[src/rtl/ptr_list_collector_pkg.sv]
// Shared types for the pointer-list collector: pointer width, element and
// summary records, FSM state encoding and the saturating length increment.
package ptr_list_collector_pkg;

    localparam int n     = 16;
    localparam int Width = $clog2(n);

    typedef logic [Width-1:0] Pointer;
    typedef logic [Width:0]   len_t;

    // One buffered list element with its list-boundary flags.
    typedef struct packed {
        Pointer ptr;
        logic   first;
        logic   last;
    } elem_t;

    // Per-list summary: element count and XOR signature.
    typedef struct packed {
        len_t   len;
        Pointer sig;
    } sum_t;

    // EMPTY: no beat pending. HOLD: one beat waits to learn whether it is a tail.
    typedef enum logic {
        EMPTY = 1'b0,
        HOLD  = 1'b1
    } state_t;

    // Length counter increment that sticks at all-ones.
    function automatic len_t len_sat_inc(input len_t v);
        return (&v) ? v : len_t'(v + 1'b1);
    endfunction

endpackage

[src/rtl/ptr_list_collector_fifo.sv]
// Parameterised synchronous FIFO. Output data comes straight from the storage
// registers and reads as zero while empty. A push into a full FIFO is ignored
// unless a pop happens in the same cycle; a pop from an empty FIFO is ignored.
module ptr_fifo #(
    parameter int  Depth = 8,
    parameter type T     = logic [7:0]
) (
    input  logic clk,
    input  logic rst_n,
    input  logic push,
    input  T     push_data,
    input  logic pop,
    output T     pop_data,
    output logic full,
    output logic empty
);

    localparam int             AW       = $clog2(Depth);
    localparam logic [AW:0]    FULL_CNT = (AW + 1)'(Depth);

    T              mem [Depth];
    logic [AW-1:0] wr_ptr;
    logic [AW-1:0] rd_ptr;
    logic [AW:0]   count;
    logic          do_push;
    logic          do_pop;

    assign empty    = (count == '0);
    assign full     = (count == FULL_CNT);
    assign do_pop   = pop & ~empty;
    assign do_push  = push & (~full | do_pop);
    assign pop_data = empty ? T'('0) : mem[rd_ptr];

    // Storage write; entries need no reset because empty masks the output.
    always_ff @(posedge clk) begin
        if (do_push) begin
            mem[wr_ptr] <= push_data;
        end
    end

    // Pointer and occupancy bookkeeping; pointers wrap naturally at Depth.
    always_ff @(posedge clk or negedge rst_n) begin
        if (!rst_n) begin
            wr_ptr <= '0;
            rd_ptr <= '0;
            count  <= '0;
        end else begin
            if (do_push) wr_ptr <= wr_ptr + 1'b1;
            if (do_pop)  rd_ptr <= rd_ptr + 1'b1;
            case ({do_push, do_pop})
                2'b10:   count <= count + 1'b1;
                2'b01:   count <= count - 1'b1;
                default: count <= count;
            endcase
        end
    end

endmodule

[src/rtl/ptr_list_collector.sv]
// Splits a non-stallable pointer stream into lists, tags first/last on each
// element, buffers elements and per-list {length, XOR signature} summaries.
// The upstream cannot be stalled, so FIFO overruns raise a sticky overflow.
module ptr_list_collector
    import ptr_list_collector_pkg::*;
#(
    parameter int Depth    = 8,
    parameter int SumDepth = 2
) (
    input  logic             clk,
    input  logic             rst_n,
    input  logic [Width-1:0] in_ptr,
    input  logic             in_ptr_vld,
    input  logic             in_first,
    output logic [Width-1:0] elem_ptr,
    output logic             elem_first,
    output logic             elem_last,
    output logic             elem_vld,
    input  logic             elem_rdy,
    output logic [Width:0]   sum_len,
    output logic [Width-1:0] sum_sig,
    output logic             sum_vld,
    input  logic             sum_rdy,
    output logic             overflow,
    output state_t           fsm_state
);

    // Handshake: an element (summary) transfers on a cycle where both its
    // vld and rdy are high; vld never depends on rdy. The input side has no
    // ready: every in_ptr_vld beat is consumed in the cycle it is presented.

    state_t state;
    Pointer pend_ptr;
    logic   pend_first;
    len_t   acc_len;
    Pointer acc_sig;
    logic   overflow_q;

    logic   pend_is_last;
    logic   elem_push;
    logic   sum_push;
    len_t   len_next;
    Pointer sig_next;
    elem_t  elem_in;
    elem_t  elem_out;
    sum_t   sum_in;
    sum_t   sum_out;
    logic   elem_full;
    logic   elem_empty;
    logic   sum_full;
    logic   sum_empty;

    // The pending beat is a tail when the stream pauses or a new list starts now.
    always_comb begin
        pend_is_last = ~in_ptr_vld | in_first;
        elem_push    = (state == HOLD);
        sum_push     = (state == HOLD) & pend_is_last;
        len_next     = len_sat_inc(acc_len);
        sig_next     = acc_sig ^ pend_ptr;
        elem_in      = '{ptr: pend_ptr, first: pend_first, last: pend_is_last};
        sum_in       = '{len: len_next, sig: sig_next};
    end

    // List FSM with the pending-beat register and per-list accumulators.
    always_ff @(posedge clk or negedge rst_n) begin
        if (!rst_n) begin
            state      <= EMPTY;
            pend_ptr   <= '0;
            pend_first <= 1'b0;
            acc_len    <= '0;
            acc_sig    <= '0;
        end else begin
            case (state)
                EMPTY: begin
                    if (in_ptr_vld) begin
                        pend_ptr   <= in_ptr;
                        pend_first <= 1'b1;
                        state      <= HOLD;
                    end
                end
                HOLD: begin
                    // Accumulators track pushed elements; a close restarts them.
                    if (pend_is_last) begin
                        acc_len <= '0;
                        acc_sig <= '0;
                    end else begin
                        acc_len <= len_next;
                        acc_sig <= sig_next;
                    end
                    if (in_ptr_vld) begin
                        pend_ptr   <= in_ptr;
                        pend_first <= in_first;
                    end else begin
                        state <= EMPTY;
                    end
                end
                default: state <= EMPTY;
            endcase
        end
    end

    // Sticky flag for any element or summary lost to a full FIFO.
    always_ff @(posedge clk or negedge rst_n) begin
        if (!rst_n) begin
            overflow_q <= 1'b0;
        end else if ((elem_push & elem_full & ~elem_rdy) |
                     (sum_push & sum_full & ~sum_rdy)) begin
            overflow_q <= 1'b1;
        end
    end

    ptr_fifo #(
        .Depth (Depth),
        .T     (elem_t)
    ) u_elem_fifo (
        .clk       (clk),
        .rst_n     (rst_n),
        .push      (elem_push),
        .push_data (elem_in),
        .pop       (elem_rdy),
        .pop_data  (elem_out),
        .full      (elem_full),
        .empty     (elem_empty)
    );

    ptr_fifo #(
        .Depth (SumDepth),
        .T     (sum_t)
    ) u_sum_fifo (
        .clk       (clk),
        .rst_n     (rst_n),
        .push      (sum_push),
        .push_data (sum_in),
        .pop       (sum_rdy),
        .pop_data  (sum_out),
        .full      (sum_full),
        .empty     (sum_empty)
    );

    assign elem_ptr   = elem_out.ptr;
    assign elem_first = elem_out.first;
    assign elem_last  = elem_out.last;
    assign elem_vld   = ~elem_empty;
    assign sum_len    = sum_out.len;
    assign sum_sig    = sum_out.sig;
    assign sum_vld    = ~sum_empty;
    assign overflow   = overflow_q;
    assign fsm_state  = state;

endmodule
[config.mk]
export PLATFORM = sky130hd
export DESIGN_NAME = ptr_list_collector
export DESIGN_NICKNAME = d
export VERILOG_FILES = /design/src/rtl/ptr_list_collector_pkg.sv /design/src/rtl/ptr_list_collector_fifo.sv /design/src/rtl/ptr_list_collector.sv
export SDC_FILE = /design/constraint.sdc
export NUM_CORES = 1
export LEC_CHECK = 0
export ABC_CLOCK_PERIOD_IN_PS = 2000
export BUFFER_PORTS_ARGS = -buffer_cell sky130_fd_sc_hd__buf_4
export CAP_MARGIN = 20
export CORE_ASPECT_RATIO = 1.2
export CORE_UTILIZATION = 45
export CTS_CLUSTER_DIAMETER = 150
export DETAILED_ROUTE_END_ITERATION = 8
export GPL_ROUTABILITY_DRIVEN = 0
export SYNTH_ARGS = -nofsm -noshare
export SYNTH_HDL_FRONTEND = slang
export SYNTH_SLANG_ARGS = --single-unit
export TNS_END_PERCENT = 100
[constraint.sdc]
create_clock -name clk -period 2 [get_ports clk]
set_input_delay 0.3 -clock clk [delete_from_list [all_inputs] [get_ports clk]]
set_output_delay 0.3 -clock clk [all_outputs]
set_load 0.05 [all_outputs]
==> results of run 1 <==
metrics by stage:
stage,setup WS (ps),utilization [%],total power [mW],std cells
floorplan,37.2,-,5.21,311
global placement,54.8,51.9,6.15,465
detailed placement,6.47,51.9,6.20,465
CTS,-70.3,56.4,8.01,488
global route,-130,58.0,8.61,494
finish,-37.6,58.0,8.21,494
power by group:
group | leakage, nW | internal (mW) | switching [mW]
clock | 0.108 | 0.694 | 0.660
combinational | 0.932 | 1.65 | 2.29
sequential | 0.961 | 2.56 | 0.351
total | 2.00 | 4.90 | 3.30
cells in the mapped netlist (2+ instances only):
library cell,n
sky130_fd_sc_hd__a211oi_1,7
sky130_fd_sc_hd__a21boi_0,2
sky130_fd_sc_hd__a21oi_1,9
sky130_fd_sc_hd__a22oi_1,6
sky130_fd_sc_hd__and3_1,6
sky130_fd_sc_hd__buf_1,2
sky130_fd_sc_hd__buf_2,7
sky130_fd_sc_hd__clkbuf_1,6
sky130_fd_sc_hd__dfrtp_1,30
sky130_fd_sc_hd__edfxtp_1,66
sky130_fd_sc_hd__ha_1,5
sky130_fd_sc_hd__inv_1,6
sky130_fd_sc_hd__mux2_2,5
sky130_fd_sc_hd__mux2i_1,31
sky130_fd_sc_hd__nand2_1,22
sky130_fd_sc_hd__nand2_2,2
sky130_fd_sc_hd__nand2b_1,2
sky130_fd_sc_hd__nand3_1,10
sky130_fd_sc_hd__nand4_1,2
sky130_fd_sc_hd__nor2_1,16
sky130_fd_sc_hd__nor2b_1,10
sky130_fd_sc_hd__nor3_1,6
sky130_fd_sc_hd__nor3b_1,2
sky130_fd_sc_hd__nor4_1,2
sky130_fd_sc_hd__o21a_1,2
sky130_fd_sc_hd__o21ai_0,2
sky130_fd_sc_hd__o21ai_1,10
sky130_fd_sc_hd__xnor2_1,9
sky130_fd_sc_hd__xor2_1,8
registers in the layout (all words and copies together) (netlist names):
register / count
acc_sig: 4
u_sum_fifo.rd_ptr: 1
u_elem_fifo.count: 4
u_elem_fifo.mem: 48
pend_ptr: 4
u_sum_fifo.wr_ptr: 1
fsm_state: 1
u_elem_fifo.rd_ptr: 3
acc_len: 5
u_elem_fifo.wr_ptr: 3
pend_first: 1
u_sum_fifo.mem: 18
u_sum_fifo.count: 2
overflow: 1
logic make-up after synthesis:
| family | Yosys count | synth area share, % |
|---|---|---|
| DFF | 96 | 65.1 |
| and+or+nand+nor | 86 | 10.3 |
| AOI/OAI and AO/OA | 47 | 8.05 |
| muxes | 37 | 9.00 |
| buffers and inverters | 23 | 2.44 |
| xor gates and xnor gates | 17 | 3.55 |
| adders and majority gates | 5 | 1.49 |
worst max-delay path: stages, from the launching register on:
cell and delay (ps):
sky130_fd_sc_hd__dfrtp_2 470, sky130_fd_sc_hd__buf_12 180, sky130_fd_sc_hd__mux2i_1 140, sky130_fd_sc_hd__a22oi_2 210, sky130_fd_sc_hd__and3_4 220, sky130_fd_sc_hd__buf_8 140
worst paths after layout:
check	startpoint	end	slack [ps]
setup reg to reg	u_elem_fifo.count[2]	u_elem_fifo.count[1]	30
min in group asynchronous	rst_n	fsm_state	390
max in group asynchronous	rst_n	u_sum_fifo.rd_ptr	1290
setup / recovery	u_elem_fifo.rd_ptr[1]	elem_ptr[1]	-40
hold / removal	in_ptr_vld	fsm_state	120
hold reg to reg	overflow	overflow	470
area by class of cell:
cell class / count / area [um2]
Tap cell: 120 / 150
Sequential cell: 96 / 2740
Clock inverter: 7 / 86.3
Timing Repair Buffer: 63 / 538
Inverter: 7 / 26.3
Fill cell: 762 / 3790
Multi-Input combinational cell: 192 / 1580
Clock buffer: 9 / 124
what timing repair did:
action / CTS / global route
hold buffers: 1 / 0
endpoints found under the setup margin: 13 / 33
pin swaps: 10 / 8
hold endpoints to repair: 30 / 0
gates resized for setup: 30 / 21
cloned: 1 / 0
buffers inserted: 5 / 6
routing by layer:
metal,track usage (%),wire length [um]
met5,0,0
met4,7.26,97
met3,4.10,174
met2,32.1,4370
met1,22.4,3730
==> impl_summary.md, run 1 <==
Run status
The flow ran to the end, but the final reports show violations. The checks that failed: negative setup slack.

Global routing
The via count of the first global-routing pass was around 2,500. Entering global routing, the biggest net connects 31 pins. The total global routing track utilization is 18.4%. The initial antenna violation count is 0. Global routing finished with a remaining overflow of 0. The first global-routing pass estimated between 10,000 and 15,000 um of wire.

Timing
In the post-route analysis, the smallest setup slack over all paths is -37.6 ps. The final max-slew violation count is 0. The actual transition at the worst max-transition pin is between 800 and 900 ps. Setup repair after global routing could not meet its margin everywhere. For this run, the top clock speed supported by timing is approximately 500 MHz. The number of endpoints with negative hold slack in the final report came to 0. Setup violations remaining at the end of the flow were counted as 4. The headroom to the max-slew limit is 39.9%. Of the available clock period, the critical path in the final layout requires 102%. The worst-case clock skew is roughly 13 ps.

Hold is met by between 100 and 150 ps. For the final routed database, the setup TNS stands at -116 ps. Counting I/O delays and the setup requirement, the final critical path takes roughly 2000 ps.

Logic synthesis
The synthesized cell area is about 4200 um2. The proportion of netlist area held by the largest area contributor is 47.2%. The fraction of registers with async set/reset is 31.3%.

Summed over all instances, the cell type with the most area after synthesis is sky130_fd_sc_hd__edfxtp_1. Synthesis inferred 96 register bits. Synthesis instantiated 47 different standard cells from the library. The Yosys step of the flow raised 0 warnings. In this run the mean area of a mapped cell was ~13 um2.

The synthesized net count is ~330. The fraction of the yosys area taken by sequential cells is around two thirds. The synthesized design contains 66 enable-type register cells.

The top flip-flop cell by instance count after synthesis is sky130_fd_sc_hd__edfxtp_1. After technology mapping, the gate count stands at between 300 and 400. By area the synthesized netlist is led by sky130_fd_sc_hd__edfxtp_1, sky130_fd_sc_hd__dfrtp_1, sky130_fd_sc_hd__mux2i_1, sky130_fd_sc_hd__nand2_1, sky130_fd_sc_hd__xnor2_1.

Route
The mean routed wirelength per cell is ~17 um. After detailed routing, the number of vias per cell comes to just over 5. The number of detailed-routing iterations run before antenna repair is 4. In this run the remaining antenna-violating nets after routing total 0. Across all layers, the routed design uses roughly 2,600 vias. For this block, the routed nets add up to 8370 um of wire. The first-iteration detailed-routing DRC count is 113.

After detailed routing, the number of remaining DRC violations is 0.

Worst hold path
In this run the worst hold path is classified as input pin to register. The depth of the worst hold-timing path is 1.

Cells and area
0 antenna diodes ended up in the layout. Leaving out fill and tap cells, the most frequent cell in the layout is sky130_fd_sc_hd__edfxtp_1. The top cell types in the final layout, fill and taps aside, are sky130_fd_sc_hd__edfxtp_1, sky130_fd_sc_hd__buf_4, sky130_fd_sc_hd__mux2i_1, sky130_fd_sc_hd__dfrtp_1, sky130_fd_sc_hd__nand2_1.

After the last flow step, the layout net total stands at roughly 380. The post-layout instance area is around 5200 um2. The synthesis-to-finish area growth is 24.8%.

The ratio of cells with drive above 1 in the final layout is approximately a third.

Setup path
The highest net fanout along the worst path is 16. The required time reported for the critical path endpoint is roughly 1700 ps. The worst setup path is captured at a primary output. The arrival time at the worst endpoint is approximately 1700 ps.

The critical path is of the register to primary output type. The logic depth of the worst register-to-register path is 8. The launching element type of the critical path is a register.

Clock network
The clock sink total is between 90 and 100. The cell at the root of the clock tree is sky130_fd_sc_hd__clkbuf_8. The number of levels in the clock H-tree is 3. The CTS clock-pin slew for the worst setup and hold paths is roughly 90 ps. Clock latency on the worst-skew pair, taken at its later pin, is approximately 370 ps.

The number of buffers added by the clock tree synthesis step is 9. The worst-case clock buffer depth is 2. TritonCTS built the clock tree.

Floorplan
The standard-cell row count is 38. The number of top-level design ports is 29. The initial utilization of the core area, before any placement, comes to 46.5%. The floorplan die width is about 90 um.

The die covers 9720 um2. The floorplan step defined a core boundary enclosing 9030 um2. The height of the chip is ~110 um.

Place
Once placement finished, the instance area stood at between 4000 and 5000 um2. The number of I/O port buffers is 28. Once detailed placement completed, the half-perimeter wirelength came to 5380 um.

Power
The power per cell area is 1570 nW/um2. The highest ir drop seen on vdd is 0.00100 V. In this run the static leakage power is approximately 2 nW.

Job
The tool flagged a number of max-cap violations equal to 0.
No activity file was read; power rests on OpenSTA's default activity.
==> run 2, diff against run 1 <==
--- a/config.mk
+++ b/config.mk
@@ -5,8 +5,9 @@
 export SDC_FILE = /design/constraint.sdc
 export NUM_CORES = 1
 export LEC_CHECK = 0
+export ABC_AREA = 0
 export ABC_CLOCK_PERIOD_IN_PS = 2000
-export BUFFER_PORTS_ARGS = -buffer_cell sky130_fd_sc_hd__buf_4
+export BUFFER_PORTS_ARGS = -buffer_cell sky130_fd_sc_hd__buf_2
 export CAP_MARGIN = 20
 export CORE_ASPECT_RATIO = 1.2
 export CORE_UTILIZATION = 45
==> run 2 against run 1 <==
  * The flow still finishes with violations (negative setup slack)
  * Via count increased by 0.47%
  * Clock power decreased by 7%
  * Clock skew decreased by 4.8 ps
  * Clock-buffer cell count increased by 1
  * Combinational power decreased by 5%
  * Flip-flop and latch count unchanged
  * Global-route usage increased by 0.27 points
  * Maximum frequency decreased by 0.88%
  * First-iteration DRC count decreased by 11%
  * Hold slack improved by 42 ps
  * Critical path depth unchanged
  * Sequential power about the same
  * Critical path type unchanged
  * Largest cell class unchanged
  * Largest power group unchanged
==> impl_summary.md, run 2 (synthesis results as in run 1) <==
Run status
The flow ran to the end, but the final reports show violations. The final reports fail on negative setup slack.

Power
The leakage dissipation is 1.95 nW (-2.4%). The post-route total power was 7.95 mW (-3.2%). The highest ir drop seen on vdd is 0.000642 V (-36%).

The power per cell area is 1540 nW/um2 (-1.4%).

Timing
The headroom to the max-slew limit is 43.9% (+4.0 points). The time the worst path needs with I/O delays and setup is 2060 ps (+18.2 ps). The highest attainable clock frequency is 486 MHz (-0.88%).

The actual transition at the worst max-transition pin is 839 ps (-59.3 ps). The number of endpoints with negative hold slack in the final report is 0 (unchanged). The final worst-path setup slack came to -55.8 ps (-18.2 ps). Setup repair after global routing could not meet its margin everywhere. The share of the clock period used by the worst path after layout is 103% (+0.91 points).

The hold slack is 167 ps (+42.2 ps). The setup violation total in the final timing report is 5 (+1). The final max-slew violation count was 0 (unchanged).

The worst-case clock skew came to 8.60 ps (-4.85 ps).

Clock network
The clock sink total is 96 (unchanged). The number of buffers added by the clock tree synthesis step is 9 (unchanged). The CTS clock-pin slew for the worst setup and hold paths is 90 ps (about the same). The worst-case clock buffer depth was 2 (unchanged).

The insertion delay of the later-clocked pin in the worst-skew pair is 360 ps (about the same). TritonCTS built the clock tree. The number of levels in the clock H-tree is 3 (unchanged). The tree is rooted in a sky130_fd_sc_hd__clkbuf_8.

Cells and area
The area growth from synthesis to layout is 22.6%. The register bank with the most flops is u_elem_fifo.mem. The ratio of cells with drive above 1 in the final layout came to 35.2% (+1.3 points). The post-layout net count is 382 (-0.52%). In the layout the commonest cells are sky130_fd_sc_hd__edfxtp_1, sky130_fd_sc_hd__buf_4, sky130_fd_sc_hd__dfrtp_1, sky130_fd_sc_hd__mux2i_1, sky130_fd_sc_hd__buf_2. The antenna diode count came to 0 (unchanged). The largest registers in the layout are u_elem_fifo.mem x48, u_sum_fifo.mem x18, acc_len x5. The number of flip-flops in the largest register is 48 (unchanged). The most frequent standard cell in the layout excluding fill and tap cells is sky130_fd_sc_hd__edfxtp_1.

Setup path
The required time reported for the critical path endpoint is 1700 ps (about the same). The worst setup path is launched from a register. The worst setup path is captured at a primary output. The highest net fanout along the worst path is 6 (-10). The worst setup path category is register to primary output. The arrival time at the worst endpoint is 1760 ps (+20 ps).

Place
The detailed placer's ending HPWL is 5250 um (-2.4%). The number of I/O port buffers is 28 (unchanged).

Floorplan
The height of the chip came to 108 um (unchanged). The number of top-level design ports came to 29 (unchanged). The effective utilization at floorplan is 46.5% (unchanged).

The floorplan die width is 90.2 um (unchanged). The core footprint was 9030 um2 (unchanged). The full die area came to 9720 um2 (unchanged). The standard-cell row count is 38 (unchanged).

Route
The total via count in the routed design is 2,570 (+0.47%). The routed wire length was 8310 um (-0.79%). The mean routed wirelength per cell is 16.9 um (-0.39%). The number of detailed-routing iterations run before antenna repair is 4 (unchanged). The vias per cell came to 5.22 (+0.88%). The number of design rule violations left after detail routing is 0 (unchanged). The first-iteration detailed-routing DRC count came to 101 (-11%).

The number of nets with antenna violations after routing was 0 (unchanged).

Global routing
The via count of the first global-routing pass is 2,560 (+0.79%). The initial antenna violation count is 0 (unchanged). The leftover overflow at the end of global routing was 0 (unchanged). The total global routing track utilization came to 18.7% (+0.27 points). The global-route wire length before repair is 13,500 um (+1.3%). The pin count of the biggest net entering global routing was 31 (unchanged).

Worst hold path
The worst hold path belongs to the class input pin to register.

Job
The max-cap violation count was 0 (unchanged).
## run 2: cell count changes in the layout (fill, tap and decap cells not counted), sizes merged
cell    before  now
bufinv       2    1
nand2       24   25
inv          7    8
clkinv       5    4
clkbuf       9   11
buf         62   58
## run 2: critical path: stages (launching register included)
cell and delay, ps:
sky130_fd_sc_hd__dfrtp_2 450, sky130_fd_sc_hd__or2_4 310, sky130_fd_sc_hd__a211oi_2 250, sky130_fd_sc_hd__a21oi_2 50
sky130_fd_sc_hd__and3_1 190, sky130_fd_sc_hd__buf_6 150
## run 2: final timing paths
path	from	end	slack [ps]	cells after the start
hold / removal	in_ptr[3]	pend_ptr[3]	170	2
setup reg to reg	u_elem_fifo.count[0]	u_elem_fifo.count[1]	110	9
min in group asynchronous	rst_n	u_elem_fifo.count[0]	520	2
max in group asynchronous	rst_n	u_sum_fifo.rd_ptr	990	2
setup / recovery	u_elem_fifo.rd_ptr[0]	elem_ptr[2]	-60	5
hold reg to reg	overflow	overflow	460	1
## run 2: metal layers
metal  share of wire (%)  GRT usage (%)  up-vias
met5                   0              0        -
met4                 1.4           7.26        0
met3                 2.6           3.39        7
met2                  50           31.5       39
met1                  46           24.1     1269
li1                    -              -     1255
## run 2: where the power goes
group	switching (mW)	leakage (nW)	internal (mW)	total, mW
clock network	0.674	0.0985	0.586	1.26
logic	2.21	0.893	1.53	3.75
registers	0.383	0.961	2.56	2.94
## run 2: cell type report
class                   instances  area [um2]
well taps                     120         150
inverters                       7        26.3
clock buffers                  10         128
clock inverters                 6        68.8
repair buffers                 60         474
flip-flops and latches         96        2740
fillers                       732        3890
multi-input cells             193        1560
## run 2: repair_timing
action,4_1_cts,5_1_grt
cloned,2,1
endpoints found under the setup margin,7,41
pin swaps,11,11
resized for setup,40,18
endpoints found under the hold margin,30,0
setup buffers,6,4
hold buffers,1,0
## run 2: metrics by stage
step / util [%] / instances / setup WS, ps / instance area [um2] / setup TNS, ps
floorplan: - / 311 / 37.2 / 4230 / 0
global placement: 50.9 / 462 / 92.2 / 4600 / 0
detailed placement: 50.9 / 462 / 18.2 / 4600 / 0
CTS: 55.6 / 487 / -46.3 / 5020 / -270
global route: 57.0 / 492 / -122 / 5140 / -547
finish: 57.0 / 492 / -55.8 / 5140 / -128
